## src/rtl/button_pkg.sv

```systemverilog
// Shared types and helpers for the push-button conditioner.
package button_pkg;

  typedef enum logic [1:0] {
    IDLE,
    WAIT_PRESS,
    PRESSED,
    WAIT_RELEASE
  } btn_state_t;

  function automatic int ms_to_cycles(input int clk_hz, input int ms);
    return clk_hz / 1000 * ms;
  endfunction

endpackage

```

## src/rtl/button_conditioner_if.sv

```systemverilog
// Button bundle: raw pins in, debounced level and press/release pulses out.
interface button_conditioner_if #(
  parameter int N_BTN = 4
);
  logic [N_BTN-1:0] btn_raw;
  logic [N_BTN-1:0] btn_level;
  logic [N_BTN-1:0] btn_press;
  logic [N_BTN-1:0] btn_release;

  modport master (input btn_raw, output btn_level, btn_press, btn_release);
  modport slave  (input btn_level, btn_press, btn_release);
endinterface

```

## src/rtl/btn_debounce_channel.sv

```systemverilog
// One button channel: 2-flop synchroniser, debounce FSM and counter.
// BUTTON_AUTOREPEAT_EN adds hold/auto-repeat press pulses while held.
//
// state        | meaning
// IDLE         | stable released
// WAIT_PRESS   | synced input high, counting toward accepted press
// PRESSED      | stable pressed
// WAIT_RELEASE | synced input low, counting toward accepted release
module btn_debounce_channel
  import button_pkg::*;
#(
  parameter int DB_CYCLES        = 4,
  parameter bit INPUT_ACTIVE_LOW = 1'b1
`ifdef BUTTON_AUTOREPEAT_EN
  ,
  parameter int HOLD_CYCLES      = 20,
  parameter int REPEAT_CYCLES    = 10
`endif
) (
  input  logic clk,
  input  logic reset,
  input  logic raw,
  output logic btn_level,
  output logic btn_press,
  output logic btn_release
);

  localparam int CNT_W = $clog2(DB_CYCLES + 1);
  localparam logic [CNT_W-1:0] CNT_LAST = CNT_W'(DB_CYCLES - 1);

  logic             sync_a, sync_s;
  btn_state_t       state, state_nxt;
  logic [CNT_W-1:0] cnt, cnt_nxt;
  logic             level_nxt, press_nxt, release_nxt;

  always_ff @(posedge clk or negedge reset) begin
    if (!reset) begin
      sync_a      <= 1'b0;
      sync_s      <= 1'b0;
      state       <= IDLE;
      cnt         <= '0;
      btn_level   <= 1'b0;
      btn_press   <= 1'b0;
      btn_release <= 1'b0;
    end else begin
      sync_a      <= raw ^ INPUT_ACTIVE_LOW;
      sync_s      <= sync_a;
      state       <= state_nxt;
      cnt         <= cnt_nxt;
      btn_level   <= level_nxt;
      btn_press   <= press_nxt;
      btn_release <= release_nxt;
    end
  end

`ifdef BUTTON_AUTOREPEAT_EN
  localparam int HOLD_MAX = (HOLD_CYCLES > REPEAT_CYCLES) ? HOLD_CYCLES : REPEAT_CYCLES;
  localparam int HOLD_W   = $clog2(HOLD_MAX + 1);

  logic [HOLD_W-1:0] hold_cnt, hold_cnt_nxt;
  logic              repeating, repeating_nxt;
  logic              hold_fire;

  assign hold_fire = (state == PRESSED) && sync_s &&
                     (hold_cnt == (repeating ? HOLD_W'(REPEAT_CYCLES - 1)
                                             : HOLD_W'(HOLD_CYCLES - 1)));

  // Hold count freezes during a release bounce and only clears on an accepted release.
  always_comb begin
    hold_cnt_nxt  = hold_cnt;
    repeating_nxt = repeating;
    if (state_nxt == IDLE) begin
      hold_cnt_nxt  = '0;
      repeating_nxt = 1'b0;
    end else if (hold_fire) begin
      hold_cnt_nxt  = '0;
      repeating_nxt = 1'b1;
    end else if ((state == PRESSED) && sync_s) begin
      hold_cnt_nxt = hold_cnt + 1'b1;
    end
  end

  always_ff @(posedge clk or negedge reset) begin
    if (!reset) begin
      hold_cnt  <= '0;
      repeating <= 1'b0;
    end else begin
      hold_cnt  <= hold_cnt_nxt;
      repeating <= repeating_nxt;
    end
  end
`endif

  always_comb begin
    state_nxt   = state;
    cnt_nxt     = cnt;
    level_nxt   = btn_level;
    press_nxt   = 1'b0;
    release_nxt = 1'b0;
    case (state)
      IDLE: begin
        if (sync_s) begin
          state_nxt = WAIT_PRESS;
          cnt_nxt   = '0;
        end
      end
      WAIT_PRESS: begin
        if (!sync_s) begin
          state_nxt = IDLE;
          cnt_nxt   = '0;
        end else if (cnt == CNT_LAST) begin
          state_nxt = PRESSED;
          cnt_nxt   = '0;
          level_nxt = 1'b1;
          press_nxt = 1'b1;
        end else begin
          cnt_nxt = cnt + 1'b1;
        end
      end
      PRESSED: begin
        if (!sync_s) begin
          state_nxt = WAIT_RELEASE;
          cnt_nxt   = '0;
        end
      end
      WAIT_RELEASE: begin
        if (sync_s) begin
          state_nxt = PRESSED;
          cnt_nxt   = '0;
        end else if (cnt == CNT_LAST) begin
          state_nxt   = IDLE;
          cnt_nxt     = '0;
          level_nxt   = 1'b0;
          release_nxt = 1'b1;
        end else begin
          cnt_nxt = cnt + 1'b1;
        end
      end
      default: begin
        state_nxt = IDLE;
        cnt_nxt   = '0;
      end
    endcase
`ifdef BUTTON_AUTOREPEAT_EN
    if (hold_fire) press_nxt = 1'b1;
`endif
  end

endmodule

```

## src/rtl/button_conditioner.sv

```systemverilog
// N independent debounced button channels with press/release pulses.
// BUTTON_AUTOREPEAT_EN enables hold-to-repeat press pulses.
module button_conditioner
  import button_pkg::*;
#(
  parameter int N_BTN            = 4,
  parameter int CLK_HZ           = 50_000_000,
  parameter int DEBOUNCE_MS      = 10,
  parameter bit INPUT_ACTIVE_LOW = 1'b1,
  parameter int HOLD_MS          = 500,
  parameter int REPEAT_MS        = 100
) (
  input logic                  clk,
  input logic                  reset,
  button_conditioner_if.master bus
);

  localparam int DB_CYCLES = ms_to_cycles(CLK_HZ, DEBOUNCE_MS);
`ifdef BUTTON_AUTOREPEAT_EN
  localparam int HOLD_CYCLES   = ms_to_cycles(CLK_HZ, HOLD_MS);
  localparam int REPEAT_CYCLES = ms_to_cycles(CLK_HZ, REPEAT_MS);
`endif

  logic [N_BTN-1:0] level_w, press_w, release_w;

  for (genvar i = 0; i < N_BTN; i++) begin : g_ch
    btn_debounce_channel #(
      .DB_CYCLES        (DB_CYCLES),
      .INPUT_ACTIVE_LOW (INPUT_ACTIVE_LOW)
`ifdef BUTTON_AUTOREPEAT_EN
      ,
      .HOLD_CYCLES      (HOLD_CYCLES),
      .REPEAT_CYCLES    (REPEAT_CYCLES)
`endif
    ) u_ch (
      .clk         (clk),
      .reset       (reset),
      .raw         (bus.btn_raw[i]),
      .btn_level   (level_w[i]),
      .btn_press   (press_w[i]),
      .btn_release (release_w[i])
    );
  end

  assign bus.btn_level   = level_w;
  assign bus.btn_press   = press_w;
  assign bus.btn_release = release_w;

endmodule
```

## src/flat_wrapper.sv

```systemverilog
// flat-port wrapper written by rule: the top's interface ports become plain ports
module button_conditioner_flat import button_pkg::*;
#(
  parameter int N_BTN            = 4,
  parameter int CLK_HZ           = 50_000_000,
  parameter int DEBOUNCE_MS      = 10,
  parameter bit INPUT_ACTIVE_LOW = 1'b1,
  parameter int HOLD_MS          = 500,
  parameter int REPEAT_MS        = 100
)
  (clk, reset, bus_btn_raw, bus_btn_level, bus_btn_press, bus_btn_release);
  button_conditioner_if #(.N_BTN(N_BTN)) bus_i ();
  input logic clk;
  input logic reset;
  input wire logic [$bits(bus_i.btn_raw)-1:0] bus_btn_raw;
  output wire logic [$bits(bus_i.btn_level)-1:0] bus_btn_level;
  output wire logic [$bits(bus_i.btn_press)-1:0] bus_btn_press;
  output wire logic [$bits(bus_i.btn_release)-1:0] bus_btn_release;
  assign bus_i.btn_raw = bus_btn_raw;
  assign bus_btn_level = bus_i.btn_level;
  assign bus_btn_press = bus_i.btn_press;
  assign bus_btn_release = bus_i.btn_release;
  button_conditioner #(.N_BTN(N_BTN), .CLK_HZ(CLK_HZ), .DEBOUNCE_MS(DEBOUNCE_MS), .INPUT_ACTIVE_LOW(INPUT_ACTIVE_LOW), .HOLD_MS(HOLD_MS), .REPEAT_MS(REPEAT_MS)) u_core (.clk(clk), .reset(reset), .bus(bus_i));
endmodule
```

## config.mk

```make
export PLATFORM = sky130hd
export DESIGN_NAME = button_conditioner_flat
export DESIGN_NICKNAME = d
export VERILOG_FILES = /design/src/rtl/button_pkg.sv /design/src/rtl/button_conditioner_if.sv /design/src/rtl/btn_debounce_channel.sv /design/src/rtl/button_conditioner.sv /design/src/flat_wrapper.sv
export SDC_FILE = /design/constraint.sdc
export NUM_CORES = 1
export LEC_CHECK = 0
export ABC_AREA = 1
export CORE_MARGIN = 5
export CORE_UTILIZATION = 53
export CTS_CLUSTER_DIAMETER = 50
export CTS_CLUSTER_SIZE = 40
export DETAILED_ROUTE_END_ITERATION = 8
export PLACE_DENSITY = 0.7
export SLEW_MARGIN = 30
export SYNTH_ARGS = -nofsm -noshare
export SYNTH_HDL_FRONTEND = slang
export SYNTH_HIERARCHICAL = 1
export SYNTH_SLANG_ARGS = --single-unit
```

## constraint.sdc

```tcl
create_clock -name clk -period 3.3 [get_ports clk]
set_input_delay 0.66 -clock clk [delete_from_list [all_inputs] [get_ports clk]]
set_output_delay 0.66 -clock clk [all_outputs]
set_load 0.1 [all_outputs]
```

==> reports/metrics.yaml <==
run_status:
  status: "completed"
placement:
  gp_congestion: 0.929
  io_buffer_count: 17
  placed_area_um2: 6360
  dp_slack_ns: 1.51
  dp.final_hpwl_um: 9250
power:
  power_frac_seq_pct: 48.7
  total_power_w: 0.00299
  powerDensity_nw_per_um2: 449
  p_int_w: 0.00209
  switchingPower_w: 0.000906
  vdd_drop_max_uv: 606
  clkPwrFrac_pct: 36.0
  comb_power_share_pct: 15.4
  p_leak_nw: 2.90
  switching_share_pct: 30.3
synth:
  synthTopCellsByArea: "dfrtp_1 (43%), nand2_1 (18%), nor2_1 (7.7%)"
  ys_ff_latch: 104
  syn-mean-instance-area_um2: 7.14
  synthXorXnorAreaFrac_pct: 4.45
  synth-compound-area-share_pct: 5.99
  netlist_area_um2: 6100
  synth_warnings: 6
  synth.area.mux_share_pct: 0
  synth_fa_ha_area_share_pct: 0.821
  synth_top_family_by_area: "simple AND/OR/NAND/NOR gates"
  yosys.area_share.simple_pct: 39.1
  ys_seq_area_share_pct: 42.7
  syn_inst: 854
  synth.distinct_cells: 28
  netlist.area_leader.share_pct: 42.7
  synth_top_area_cell: "dfrtp_1"
  syn-num-nets: 864
clock_tree:
  numCtsBuffers: 9
  cts_tree: "done"
  cts.htree.levels: 3
  root_buffer: "clkbuf_16"
  path_clk_slew_ns: 0.07
  cts.repair.resized: 0
  clkLatencyLatePin_ns: 0.34
  postCtsHoldBufs: 0
  cts.sinks: 104
  cts_setup_buffers: 0
  cts_max_path_buffers: 2
route:
  wl_um: 12700
  first_pass_iters: 5
  avgRoutedWirePerCell_um: 12.5
  drtAntennaViolNets: 0
  drtIter0Drc: 364
  via_per_inst: 5.18
  via_count: 5270
  drc: 0
setup_path:
  reg2reg_depth: 8
  cp.required_ns: 3.58
  reg2reg_to: "u_core/g_ch[3].u_ch/cnt[9]"
  critPathMaxFanout: 11
  criticalPathCategory: "reg2reg"
  regToRegSetupSlack_ns: 1.45
  timing.rr.start: "u_core/g_ch[3].u_ch/cnt[0]"
  worstSetupEndpointType: "register"
  critPathArrivalTime_ns: 2.13
  crit_path_start_kind: "register"
worst_hold_path:
  hold_path.class: "in2async"
sta:
  post-route-period-util_pct: 56.2
  min_period_ns: 1.85
  rsz0062_at_grt: "false"
  slew_headroom_pct: 45.4
  hold_viol: 0
  slew_viol_final: 0
  setup-violations-final: 0
  tightest_slew_ns: 0.818
  tns_ns: 0
  finClkSkew_ns: 0.00457
  clock.fmax_ghz: 0.540
  setup_ws_ns: 1.45
global_route:
  grt_max_degree: 55
  antenna_found_initial: 0
  grt_pass1_vias: 5112
  gr-usage-all-layers_pct: 20.2
  gr-total-overflow: 0
  grt_first_pass_wirelength_um: 22500
floorplanning:
  initial_core_util_pct: 53.6
  dieArea_um2: 13700
  num_rows: 39
  die_h_um: 117
  die_x_um: 117
  ios: 18
  core_um2: 11400
finish:
  syn_to_final_growth_pct: 9.23
  finish.instance_area_um2: 6660
  nNetsFinal: 880
  antenna_cells: 0
  drive_above_1_share_pct: 8.69
flow_run:
  maxCapViolations: 0
metrics by stage:
step,hold WS (ns),util [%],instances
final,0.349,58.6,1018
after global routing,0.370,58.6,1018
after CTS,0.350,58.6,1018
after detailed placement,0.336,55.9,1002
after global placement,0.341,55.9,1002
after floorplan,0.331,-,854
flip-flops by register name, indices dropped and copies added, names as in the netlist, named ones only:
name and flops:
u_core/g_ch.u_ch/btn_level 4, u_core/g_ch.u_ch/cnt 76, u_core/g_ch.u_ch/btn_release 4, u_core/g_ch.u_ch/sync_a 4, u_core/g_ch.u_ch/sync_s 4, u_core/g_ch.u_ch/state 4, u_core/g_ch.u_ch/btn_press 4
layer usage:
layer / up-vias / track usage, % / routed length (um)
met3: 19 / 4.63 / 503
li1: 2712 / - / -
met2: 88 / 34.2 / 6040
met4: 0 / 7.42 / 243
met1: 2451 / 25.3 / 5920
met5: - / 0 / 0
worst max-delay path, stage by stage, from the launching register on:
cell,delay [ns]
dfrtp_1,0.43
ha_1,0.27
nand2_2,0.15
nor2_8,0.07
nand3_4,0.08
nor2_4,0.04
nor2_2,0.53
nand3_1,0.14
nand2_1,0.09
cells in the mapped netlist:
master,instances
clkbuf_2,2
buf_6,2
xor2_1,26
o22ai_1,6
buf_2,6
nor2_1,125
nand4_1,23
inv_1,87
o21bai_1,5
nand2_2,14
nand2_1,288
o21ai_1,8
ha_1,4
clkbuf_1,3
a21oi_1,9
dfrtp_1,104
nor2_8,1
nand3_2,11
nand3_4,1
nor2_2,8
nor2_4,8
or2_1,1
xnor2_1,5
nand3_1,58
nor3_1,3
inv_2,3
buf_4,2
o21ai_0,41
cell type report:
| type | count | area [um^2] |
|---|---|---|
| fill | 1048 | 4710 |
| timing repair buffer | 20 | 173 |
| clock inverter | 4 | 53.8 |
| clock buffer | 12 | 246 |
| sequential | 104 | 2600 |
| tap | 143 | 179 |
| inverter | 90 | 338 |
| multi-input combinational | 645 | 3070 |
cell families after synthesis:
kind of cell,count (synthesis)
compound gates,69
xor+xnor,31
fa+ha+maj,4
buf+inv,105
flops,104
simple gates,541
how the worst max path moves through the flow:
stage	start	end	slack, ns	depth (start not counted)
2_1_floorplan	u_core/g_ch[0].u_ch/btn_level	bus_btn_level[0]	1.75	0
3_3_place_gp	u_core/g_ch[0].u_ch/cnt[0]	u_core/g_ch[0].u_ch/cnt[7]	1.56	10
3_5_place_dp	u_core/g_ch[0].u_ch/cnt[0]	u_core/g_ch[0].u_ch/cnt[7]	1.51	10
4_1_cts	u_core/g_ch[3].u_ch/cnt[0]	u_core/g_ch[3].u_ch/cnt[9]	1.47	8
5_1_grt	u_core/g_ch[0].u_ch/cnt[0]	u_core/g_ch[0].u_ch/cnt[7]	1.32	10
6_report	u_core/g_ch[3].u_ch/cnt[0]	u_core/g_ch[3].u_ch/cnt[9]	1.45	8
power by group through the flow:
stage	Sequential [W]	Combinational (W)	Clock, W
after floorplan	0.00145	0.000374	0
after global placement	0.00147	0.000459	0
after detailed placement	0.00148	0.000465	0
after CTS	0.00146	0.000466	0.00111
after global routing	0.00147	0.000531	0.00116
final	0.00146	0.000460	0.00108
placed cells by master, fill, tap and decap left out:
cell type	Yosys	routed
o21ai_0	41	41
xor2_1	26	26
nor2_1	125	125
xnor2_1	5	5
clkbuf_1	3	2
clkinvlp_4	0	2
clkbuf_8	0	1
o22ai_1	6	6
ha_1	4	4
clkbuf_16	0	9
clkinv_4	0	1
clkdlybuf4s50_1	0	4
o21bai_1	5	5
nand2_2	14	14
nand3_1	58	58
nor2_4	8	8
dfrtp_1	104	104
buf_4	2	15
nand2_1	288	288
inv_2	3	3
a21oi_1	9	9
nand4_1	23	23
buf_12	0	1
bufinv_16	0	1
inv_1	87	87
o21ai_1	8	8
nand3_2	11	11
nor2_8	1	1
nor3_1	3	3
nor2_2	8	8
or2_1	1	1
nand3_4	1	1
No activity file was read; power rests on OpenSTA's default activity.
